[config.mk]
export PLATFORM = sky130hd
export DESIGN_NAME = game_sequencer
export DESIGN_NICKNAME = d
export VERILOG_FILES = /design/src/rtl/game_sequencer_pkg.sv /design/src/rtl/game_sequencer_dwell_timer.sv /design/src/rtl/game_sequencer.sv
export SDC_FILE = /design/constraint.sdc
export NUM_CORES = 1
export LEC_CHECK = 0
export CAP_MARGIN = 30
export CORE_ASPECT_RATIO = 0.9
export CORE_MARGIN = 2
export CORE_UTILIZATION = 25
export DETAILED_ROUTE_END_ITERATION = 8
export HOLD_SLACK_MARGIN = 0.12
export PLACE_DENSITY = 0.45
export SLEW_MARGIN = 5
export SYNTH_ARGS = -nofsm -noshare
export SYNTH_HDL_FRONTEND = slang
export SYNTH_HIERARCHICAL = 1
export SYNTH_SLANG_ARGS = --single-unit
[constraint.sdc]
create_clock -name clk -period 5.3 [get_ports clk]
set_clock_uncertainty 0.2 [all_clocks]
set_input_delay 1.325 -clock clk [delete_from_list [all_inputs] [get_ports clk]]
set_output_delay 1.325 -clock clk [all_outputs]
set_load 0.02 [all_outputs]
[src/rtl/game_sequencer_pkg.sv]
// Shared types and constants for the whack-a-mole game sequencer.
package game_sequencer_pkg;

   localparam int LEVEL_W = 4;
   localparam int LIVES_W = 2;
   localparam int DWELL_W = 16;
   localparam int HIT_W   = 16;

   localparam logic [LEVEL_W-1:0] LEVEL_MAX  = 4'd15;
   localparam logic [LIVES_W-1:0] LIVES_INIT = 2'd3;

   typedef enum logic [1:0] {
      S_IDLE,
      S_RESTART,
      S_PLAY,
      S_OVER
   } game_state_e;

   // Dwell shrinks with level but never drops below the floor; the subtraction
   // is guarded so a large level can never wrap around.
   function automatic logic [DWELL_W-1:0] calc_dwell(
      input logic [LEVEL_W-1:0] level,
      input int unsigned        init_ms,
      input int unsigned        step_ms,
      input int unsigned        min_ms
   );
      int unsigned dec;
      int unsigned base;
      dec  = step_ms * {{(32-LEVEL_W){1'b0}}, level};
      base = (dec >= init_ms) ? 32'd0 : (init_ms - dec);
      if (base < min_ms) base = min_ms;
      return base[DWELL_W-1:0];
   endfunction

endpackage

[src/rtl/game_sequencer_dwell_timer.sv]
// Millisecond prescaler plus dwell counter; pulses o_expire when the dwell
// limit is reached and restarts from zero.
module dwell_timer
   import game_sequencer_pkg::*;
#(
   parameter int unsigned TICK_DIV = 100000
) (
   input  logic               clk,
   input  logic               rst,
   input  logic               i_clear,
   input  logic               i_enable,
   input  logic [DWELL_W-1:0] i_limit,
   output logic               o_expire
);

   localparam int PRESC_W = (TICK_DIV > 1) ? $clog2(TICK_DIV) : 1;
   localparam logic [PRESC_W-1:0] PRESC_LAST = PRESC_W'(TICK_DIV - 1);

   logic [PRESC_W-1:0] presc_q, presc_d;
   logic [DWELL_W-1:0] cnt_q, cnt_d;
   logic               tick;
   logic               reached;

   always_comb begin
      // NOTE: every output of a comb block gets a default first, so no path can infer a latch.
      presc_d  = presc_q;
      cnt_d    = cnt_q;
      tick     = i_enable && (presc_q == PRESC_LAST);
      reached  = ({1'b0, cnt_q} + (DWELL_W+1)'(1)) >= {1'b0, i_limit};
      o_expire = tick && reached && !i_clear;

      if (i_clear) begin
         presc_d = '0;
         cnt_d   = '0;
      end else if (i_enable) begin
         presc_d = tick ? '0 : presc_q + PRESC_W'(1);
         if (tick) cnt_d = reached ? '0 : cnt_q + DWELL_W'(1);
      end
   end

   always_ff @(posedge clk or negedge rst) begin
      // NOTE: flops take non-blocking assignments so every register samples pre-edge values.
      if (!rst) begin
         presc_q <= '0;
         cnt_q   <= '0;
      end else begin
         presc_q <= presc_d;
         cnt_q   <= cnt_d;
      end
   end

endmodule

[src/rtl/game_sequencer.sv]
// Game flow controller: restart, play, game over, level progression and mole pacing.
// Define GAME_SEQ_LIVES_EN to add a three-life counter that can end the game.
module game_sequencer
   import game_sequencer_pkg::*;
#(
   parameter int unsigned TICK_DIV       = 100000,
   parameter int unsigned DWELL_INIT_MS  = 1500,
   parameter int unsigned DWELL_STEP_MS  = 100,
   parameter int unsigned DWELL_MIN_MS   = 500,
   parameter int unsigned HITS_PER_LEVEL = 5
) (
   input  logic               clk,
   input  logic               rst,
   input  logic               i_start,
   input  logic               i_guess_correct,
   input  logic               i_guess_wrong,
   input  logic               i_timer_expired,
   output logic               o_restart_game,
   output logic               o_mole_advance,
   output logic               o_playing,
   output logic               o_game_over,
   output logic [LEVEL_W-1:0] o_level,
   output logic [LIVES_W-1:0] o_lives
);

   game_state_e        state_q, state_d;
   logic [LEVEL_W-1:0] level_q, level_d;
   logic [HIT_W-1:0]   hits_q, hits_d;
   logic               restart_q, restart_d;
   logic               advance_q, advance_d;
   logic [DWELL_W-1:0] dwell_limit;
   logic               play, active, hit, expire, lives_out;

   // A game-level timeout swallows any hit or dwell expiry in the same cycle.
   assign play        = (state_q == S_PLAY);
   assign active      = play && !i_timer_expired;
   assign hit         = active && i_guess_correct;
   assign dwell_limit = calc_dwell(level_q, DWELL_INIT_MS, DWELL_STEP_MS, DWELL_MIN_MS);

   dwell_timer #(
      .TICK_DIV (TICK_DIV)
   ) u_dwell_timer (
      .clk      (clk),
      .rst      (rst),
      .i_clear  (!play || hit),
      .i_enable (active),
      .i_limit  (dwell_limit),
      .o_expire (expire)
   );

`ifdef GAME_SEQ_LIVES_EN
   logic [LIVES_W-1:0] lives_q, lives_d;

   always_comb begin
      lives_d = lives_q;
      if (state_q == S_RESTART) begin
         lives_d = LIVES_INIT;
      end else if (active && (i_guess_wrong || expire) && (lives_q != '0)) begin
         lives_d = lives_q - LIVES_W'(1);
      end
   end

   always_ff @(posedge clk or negedge rst) begin
      if (!rst) lives_q <= '0;
      else      lives_q <= lives_d;
   end

   assign lives_out = play && (lives_q == '0);
   assign o_lives   = lives_q;
`else
   assign lives_out = 1'b0;
   assign o_lives   = '0;
`endif

   always_ff @(posedge clk or negedge rst) begin
      if (!rst) state_q <= S_IDLE;
      else      state_q <= state_d;
   end

   always_comb begin
      state_d = state_q;
      unique case (state_q)
         S_IDLE:    if (i_start) state_d = S_RESTART;
         S_RESTART: state_d = S_PLAY;
         S_PLAY:    if (i_timer_expired || lives_out) state_d = S_OVER;
         S_OVER:    if (i_start) state_d = S_RESTART;
         default:   state_d = S_IDLE;
      endcase
   end

   always_comb begin
      o_playing   = (state_q == S_PLAY);
      o_game_over = (state_q == S_OVER);
      restart_d   = (state_d == S_RESTART);
      advance_d   = expire;
   end

   always_comb begin
      level_d = level_q;
      hits_d  = hits_q;
      if (state_q == S_RESTART) begin
         level_d = '0;
         hits_d  = '0;
      end else if (hit) begin
         if (({{(32-HIT_W){1'b0}}, hits_q} + 32'd1) >= HITS_PER_LEVEL) begin
            hits_d = '0;
            if (level_q != LEVEL_MAX) level_d = level_q + LEVEL_W'(1);
         end else begin
            hits_d = hits_q + HIT_W'(1);
         end
      end
   end

   always_ff @(posedge clk or negedge rst) begin
      if (!rst) begin
         level_q   <= '0;
         hits_q    <= '0;
         restart_q <= 1'b0;
         advance_q <= 1'b0;
      end else begin
         level_q   <= level_d;
         hits_q    <= hits_d;
         restart_q <= restart_d;
         advance_q <= advance_d;
      end
   end

   assign o_restart_game = restart_q;
   assign o_mole_advance = advance_q;
   assign o_level        = level_q;

endmodule

# [After elaboration in Yosys (flattened, before gate mapping)]
# Cells that the tools add are included.
[classes] multipliers=1 n_lt_le_gt_ge=4 n_addsub=7 reduce_logical=18 n_eq_ne=6 muxes=19
[op_table] operator="$mux W16" count=8
[op_table] operator="$mux W17" count=3
[op_table] operator="$add A16 B1 Y17 const B" count=2
[op_table] operator="$add A16 B1 Y16 const B" count=2
[op_table] operator="$lt A32 B9 Y1 const B" count=1
[op_table] operator="$mux W32" count=1
[op_table] operator="$add A17 B1 Y17 const B" count=1
[op_table] operator="$eq A17 B17 Y1 const B" count=1
[op_table] operator="$ge A17 B16 Y1" count=1
[op_table] operator="$ge A17 B3 Y1 const B" count=1
[op_table] operator="$mux W4" count=4
[op_table] operator="$sub A11 B11 Y12 const A" count=1
[op_table] operator="$ge A11 B11 Y1 const B" count=1
[op_table] operator="$reduce_bool A2 Y1" count=5
[op_table] operator="$mul A5 B4 Y9 const A" count=1
[op_table] operator="$pmux W2 S3" count=1
[op_table] operator="$logic_and A1 B1 Y1" count=5
[op_table] operator="$add A4 B1 Y4 const B" count=1
[op_table] operator="$eq A2 B1 Y1 const B" count=2
[op_table] operator="$eq A2 B2 Y1 const B" count=2
[op_table] operator="$mux W2" count=2
[op_table] operator="$ne A4 B4 Y1 const B" count=1
[op_table] operator="$logic_not A1 Y1" count=3
[op_table] operator="$reduce_and A3 Y1" count=1
[op_table] operator="4 further kinds" count=4
[word_totals] inputBits=6 ff_bits=57 output_inout_bits=10

# [Logic depth before layout (Yosys ltp)]
[logic_depth] depth_word=10 mapped_depth=21 mapped_depth_nobuf=20

# [Modules after synthesis]
# The synthesis kept the hierarchy.
[modules_own_cells] module="dwell_timer" seq_area_each_um2=825.8 cells_each=266 area_each_um2=2376.0 instances=1
[modules_own_cells] module="game_sequencer" seq_area_each_um2=600.6 cells_each=194 area_each_um2=1808.0 instances=1

# [Worst setup path before layout]
# No wires, ideal clock.
[synth_path] kind="register to register" from="register level_q[0] (netlist: o_level[0])" to="register u_dwell_timer.cnt_q[6]" arrival_time_ns=4.237 required_ns=5.022 period_less_slack_ns=4.515 setup_ns=0.078 n_path_buf=1 path_slack_ns=0.785 stages_incl_launch_ff=19 cell_sequence="dfrtp_1 -> ha_1 -> ha_1 -> fa_1 -> xor2_1 -> and2_0 -> nand2b_1 -> a21oi_1 -> o31ai_1 -> o21ai_0 -> inv_1 -> ha_1 -> a21oi_1 -> a211oi_1 -> o31ai_4 -> nand3_2 -> or3_1 -> buf_6 -> o2bb2ai_1"
[synth_via] elab_chain_len=10 word_cells_on_any_way=11
[synth_lines] item="from (decl)" line_no="game_sequencer.sv:27" text="logic [LEVEL_W-1:0] level_q, level_d;"
[synth_lines] item="from (signal assigned)" line_no="game_sequencer.sv:121" text="level_q <= level_d;"
[synth_lines] item="$mul A5 B4 Y9 (*)" line_no="game_sequencer_pkg.sv:29" text="dec = step_ms * {{(32-LEVEL_W){1'b0}}, level};"
[synth_lines] item="$sub A11 B11 Y12 or $ge A11 B11 Y1 (tied branches)" line_no="game_sequencer_pkg.sv:30" text="base = (dec >= init_ms) ? 32'd0 : (init_ms - dec);"
[synth_lines] item="$mux W32 (*)" line_no="game_sequencer_pkg.sv:30"
[synth_lines] item="$lt A32 B9 Y1" line_no="game_sequencer_pkg.sv:31" text="if (base < min_ms) base = min_ms;"
[synth_lines] item="$mux W16 (*)" line_no="game_sequencer_pkg.sv:31"
[synth_lines] item="net dwell_limit[2]" line_no="game_sequencer.sv:31" text="logic [DWELL_W-1:0] dwell_limit;"
[synth_lines] item="$ge A17 B16 Y1 (*)" line_no="game_sequencer_dwell_timer.sv:29" text="reached = ({1'b0, cnt_q} + (DWELL_W+1)'(1)) >= {1'b0, i_limit};"
[synth_lines] item="$mux W16 (*) (2 in a row)" line_no="game_sequencer_dwell_timer.sv:37" text="if (tick) cnt_d = reached ? '0 : cnt_q + DWELL_W'(1);"
[synth_lines] item="$mux W16 (*)" line_no="game_sequencer_dwell_timer.sv:35" text="end else if (i_enable) begin"
[synth_lines] item="$mux W16 (*)" line_no="game_sequencer_dwell_timer.sv:32" text="if (i_clear) begin"
[synth_lines] item="to (signal assigned)" line_no="game_sequencer_dwell_timer.sv:48" text="cnt_q <= cnt_d;"
[synth_lines] item="to (decl)" line_no="game_sequencer_dwell_timer.sv:20" text="logic [DWELL_W-1:0] cnt_q, cnt_d;"
# Mark *: on every way through the listed nets, which the timed path passes. The rest lies on a longest branch. The select of a mux whose other input is x is not followed.
# A chain may end at the register's enable or synchronous reset.

# [Worst setup path after layout]
[layout_path] from="register level_q[0] (netlist: o_level[0])" to="register u_dwell_timer.cnt_q[3]"
# The elaborated chain is that of the path after synthesis.

==> summary.md <==
The flow ran to the end, and the final reports show no timing, DRC or antenna violations. Static timing analysis puts the maximum clock frequency at 0.2064 GHz. The share of the cycle needed by the critical path after routing works out to 91.43%. Total power divided by cell area: 473.2 nW/um^2.

Yosys mapped a number of flops with a built-in enable equal to 0. The tools report the final count of pins violating max slew as 0. STA classifies the critical path endpoint as a flip-flop. Routability-driven placement finished with a final weighted congestion of 0.7542.

The final route contains 3287 vias. The startpoint of the most critical hold path is hits_q[5]. The logs give 2.082 nW for the leakage power figure and 0 for the initial antenna violation count. The region available for standard cell placement spans 16240 sq um.

After global routing the overflow that remains totals 0. The first global-routing pass estimated 16160 um of wire. The ratio of routed vias to standard cells was 4.785; the effective utilization at floorplan was 25.76%. The run gives 0.45 ns as the worst-case register-to-register setup slack. The tools report the number of warnings printed during yosys synthesis as 6. The tools report the total wire length as 9233 um. Along the worst path, the maximum fanout reaches 9. The post-layout minimum cycle time is 4.846 ns, and the number of post-CTS setup repair buffers is 0. In the post-synthesis netlist, the biggest area contributors are sky130_fd_sc_hd__dfrtp_1 (34%), sky130_fd_sc_hd__ha_1 (11%), sky130_fd_sc_hd__xor2_1 (4.4%). The per-cell routed wire length was 13.44 um. The tools report the number of primary I/O pins as 16. 0 antenna diodes ended up in the layout. The maximum number of pins on one net before global-route repair came out at 58. The clock reaches the later pin of the worst-skew pair after 0.33 ns.

The share of synthesized area occupied by flip-flops and latches is 34.09%. For this run, the leading register cell type out of synthesis is sky130_fd_sc_hd__dfrtp_1. Timing analysis after detailed placement gives a worst setup slack of 0.4770 ns. Clock-pin slew was measured on the worst setup and hold paths at 0.05 ns.

For this run, the total global-route usage over all layers was measured as 11.32%. Dividing the synthesized area by the synthesized cell count gives 9.096 sq um. The critical path is of the flip-flop to flip-flop type. In this run the tightest slew margin relative to its limit is 37.22%. The root buffer cell chosen for the clock tree is sky130_fd_sc_hd__clkbuf_16.

Once routing completed, OpenROAD measured the worst setup slack at 0.4540 ns. The number of register bits inferred by synthesis is 57. The number of non-filler instances in the completed layout is 687, and the layout overhead on the synthesized area is 15.52%. For the worst flop-to-flop path, the logic depth is 18. In this run, CTS created clock tree buffers numbering 9.

Setup violations remaining at the end of the flow were counted as 0. Data on the critical path arrives at its endpoint at 4.90 ns. Once the clock tree was built, the resizer swapped 0 gates to a different size.

The worst hold path terminates at hits_q[5]. Row generation in the floorplan step produced 44 rows. Once detail routing completed, the nets flagged for antenna violations numbered 0. The die covers 17790 sq um. The number of placed instances with taps included was 672. For the data required time of the worst path, the log shows 5.36 ns. TritonCTS built the clock tree. The transition time at the pin with the least slew margin was 0.9416 ns; the number of filler cells placed in the layout was 1658. The endpoint identified for the worst register-to-register timing path is u_dwell_timer/cnt_q[3]. For the number of global-route vias before repair, the log shows 3268. The run gives 0 as the number of hold violations in the final report. The path class of the lowest-slack min-delay path is flip-flop to flip-flop. In the routed design, unresolved DRC markers number 0. STA classifies the critical path startpoint as a flip-flop. Number of cells produced by synthesis: 460.

After synthesis, the largest area contributor takes up 34.09% of total cell area. The floorplan step set the die height to 126.7 um. The count of buffers from port buffering came out at 12. The die width is 140.4 um. The largest area contributor in the synthesized netlist was sky130_fd_sc_hd__dfrtp_1.

The register area was 1426 sq um; the footprint of the multi-input gates was 2557 sq um. The start of the worst register-to-register path was o_level[0]. The net count of the finished layout is 519. The number of search-and-repair iterations in the first detailed-routing pass is 4, and the maximum root-to-sink buffer count is 2. The fraction of final layout cells sized beyond drive strength 1 is 10.83%, and the area of the mapped netlist is 4184 sq um.

The logs give 6595 um for the post-DP HPWL and 106 for the initial DRC count. Setup repair after global routing left no endpoint under its margin. The logs give 0 for the quantity of hold-fixing buffers added after cts and 0 ns for the final-layout setup total negative slack. The netlist uses 73 different library cells. The logs give 57 for the TritonCTS sink count and 0 for the max-capacitance violation count. Number of cells on the worst hold path: 1. The fraction of registers with async set/reset was 100.0%; the depth of the CTS H-tree was 3. VDD sags by at most 0.0001704 V.
-- critical path, stage by stage (launching register included) --
cell and delay [ns]:
sky130_fd_sc_hd__dfrtp_1 0.47, sky130_fd_sc_hd__ha_1 0.35, sky130_fd_sc_hd__ha_1 0.23, sky130_fd_sc_hd__fa_1 0.41
sky130_fd_sc_hd__a21oi_1 0.18, sky130_fd_sc_hd__xor2_1 0.31, sky130_fd_sc_hd__inv_1 0.11, sky130_fd_sc_hd__a41oi_1 0.19
sky130_fd_sc_hd__o221ai_1 0.20, sky130_fd_sc_hd__o31ai_1 0.16, sky130_fd_sc_hd__nor3b_1 0.23, sky130_fd_sc_hd__inv_1 0.06
sky130_fd_sc_hd__ha_1 0.31, sky130_fd_sc_hd__nand4b_1 0.10, sky130_fd_sc_hd__a211oi_1 0.12, sky130_fd_sc_hd__o31ai_4 0.25
sky130_fd_sc_hd__nand3_2 0.12, sky130_fd_sc_hd__or3_1 0.56, sky130_fd_sc_hd__o2bb2ai_1 0.21
-- routing by layer --
metal  wire length (um)  vias up  global-route usage (%)  part of all wire (%)
met5                  0        -                       0                     0
met4                110        0                   3.743                   1.2
met3                253        5                   3.247                   2.7
met2               4282       37                   17.96                    46
met1               4586     1567                   14.86                    50
li1                   -     1678                       -                     -
-- Yosys cell counts (all sizes together), types with 9 or more instances --
library cell / count
nand2: 41
o21ai: 11
nand4: 16
inv: 30
nor3: 10
xnor2: 12
buf: 9
o31ai: 10
and2: 17
a21oi: 24
ha: 36
nand3: 33
nor2: 39
dfrtp: 57
xor2: 21
-- cells by family (layout without fill, tap and decap cells) --
kind of cell / after synthesis / in the layout / synth area share (%)
and+or+nand+nor: 201 / 201 / 26.50
AOI/OAI and AO/OA: 82 / 82 / 15.58
DFF: 57 / 57 / 34.09
buffers and inverters: 47 / 64 / 5.054
adders and majority gates: 37 / 37 / 11.24
xor gates and xnor gates: 33 / 33 / 6.908
muxes: 2 / 2 / 0.5382
other: 1 / 4 / 0.08963
-- state kept, by name (all words and copies together) (netlist names) --
name                   cells
hits_q                    16
u_dwell_timer/presc_q     17
state_q                    2
o_mole_advance             1
o_restart_game             1
u_dwell_timer/cnt_q       16
o_level                    4
-- cells in the final DEF, fill, tap and decap left out, drive strengths merged, types with 3 or more instances in the layout --
cell type,count
dfrtp,57
nand2,41
nor2,39
ha,36
nand3,33
inv,30
a21oi,24
xor2,21
and2,17
nand4,16
xnor2,12
clkdlybuf4s50,11
o21ai,11
nor3,10
clkbuf,10
o31ai,10
nand2b,8
buf,8
and3,7
o2bb2ai,7
nor3b,5
or3,5
conb,4
a211oi,4
nor2b,3
nand3b,3
a21o,3
a311o,3
and4,3
-- final cells by class --
| class | instances | share of cell area, % |
|---|---|---|
| Clock buffer | 10 | 4.737 |
| Clock inverter | 5 | 1.683 |
| Inverter | 30 | 2.330 |
| Multi-Input combinational cell | 359 | 52.91 |
| Sequential cell | 57 | 29.51 |
| Tap cell | 207 | 5.359 |
| Timing Repair Buffer | 19 | 3.469 |
-- stage by stage --
step / power (mW) / util [%] / cell area (sq um) / hold WS, ns
floorplan: 1.398 / - / 4195 / 0.2782
global placement: 1.662 / 27.85 / 4523 / 0.3069
detailed placement: 1.682 / 27.85 / 4523 / 0.3003
CTS: 2.326 / 29.76 / 4833 / 0.3189
global route: 2.524 / 29.76 / 4833 / 0.3538
finish: 2.287 / 29.76 / 4833 / 0.3140
-- worst max path at each step --
stage / to / from / slack [ns] / cells after the start
6_report: u_dwell_timer/cnt_q[3] / o_level[0] / 0.45 / 18
5_1_grt: u_dwell_timer/cnt_q[6] / o_level[0] / 0.10 / 18
3_3_place_gp: u_dwell_timer/cnt_q[6] / o_level[0] / 0.51 / 18
3_5_place_dp: u_dwell_timer/cnt_q[6] / o_level[0] / 0.48 / 18
4_1_cts: u_dwell_timer/cnt_q[6] / o_level[0] / 0.45 / 18
2_1_floorplan: u_dwell_timer/cnt_q[6] / o_level[0] / 0.78 / 18
-- power by group --
part | switching (mW) | internal, mW | leakage (nW)
Clock | 0.212 | 0.408 | 0.149
Combinational | 0.669 | 0.469 | 1.15
Sequential | 0.0552 | 0.473 | 0.780
(Power assumes the default switching activity.)
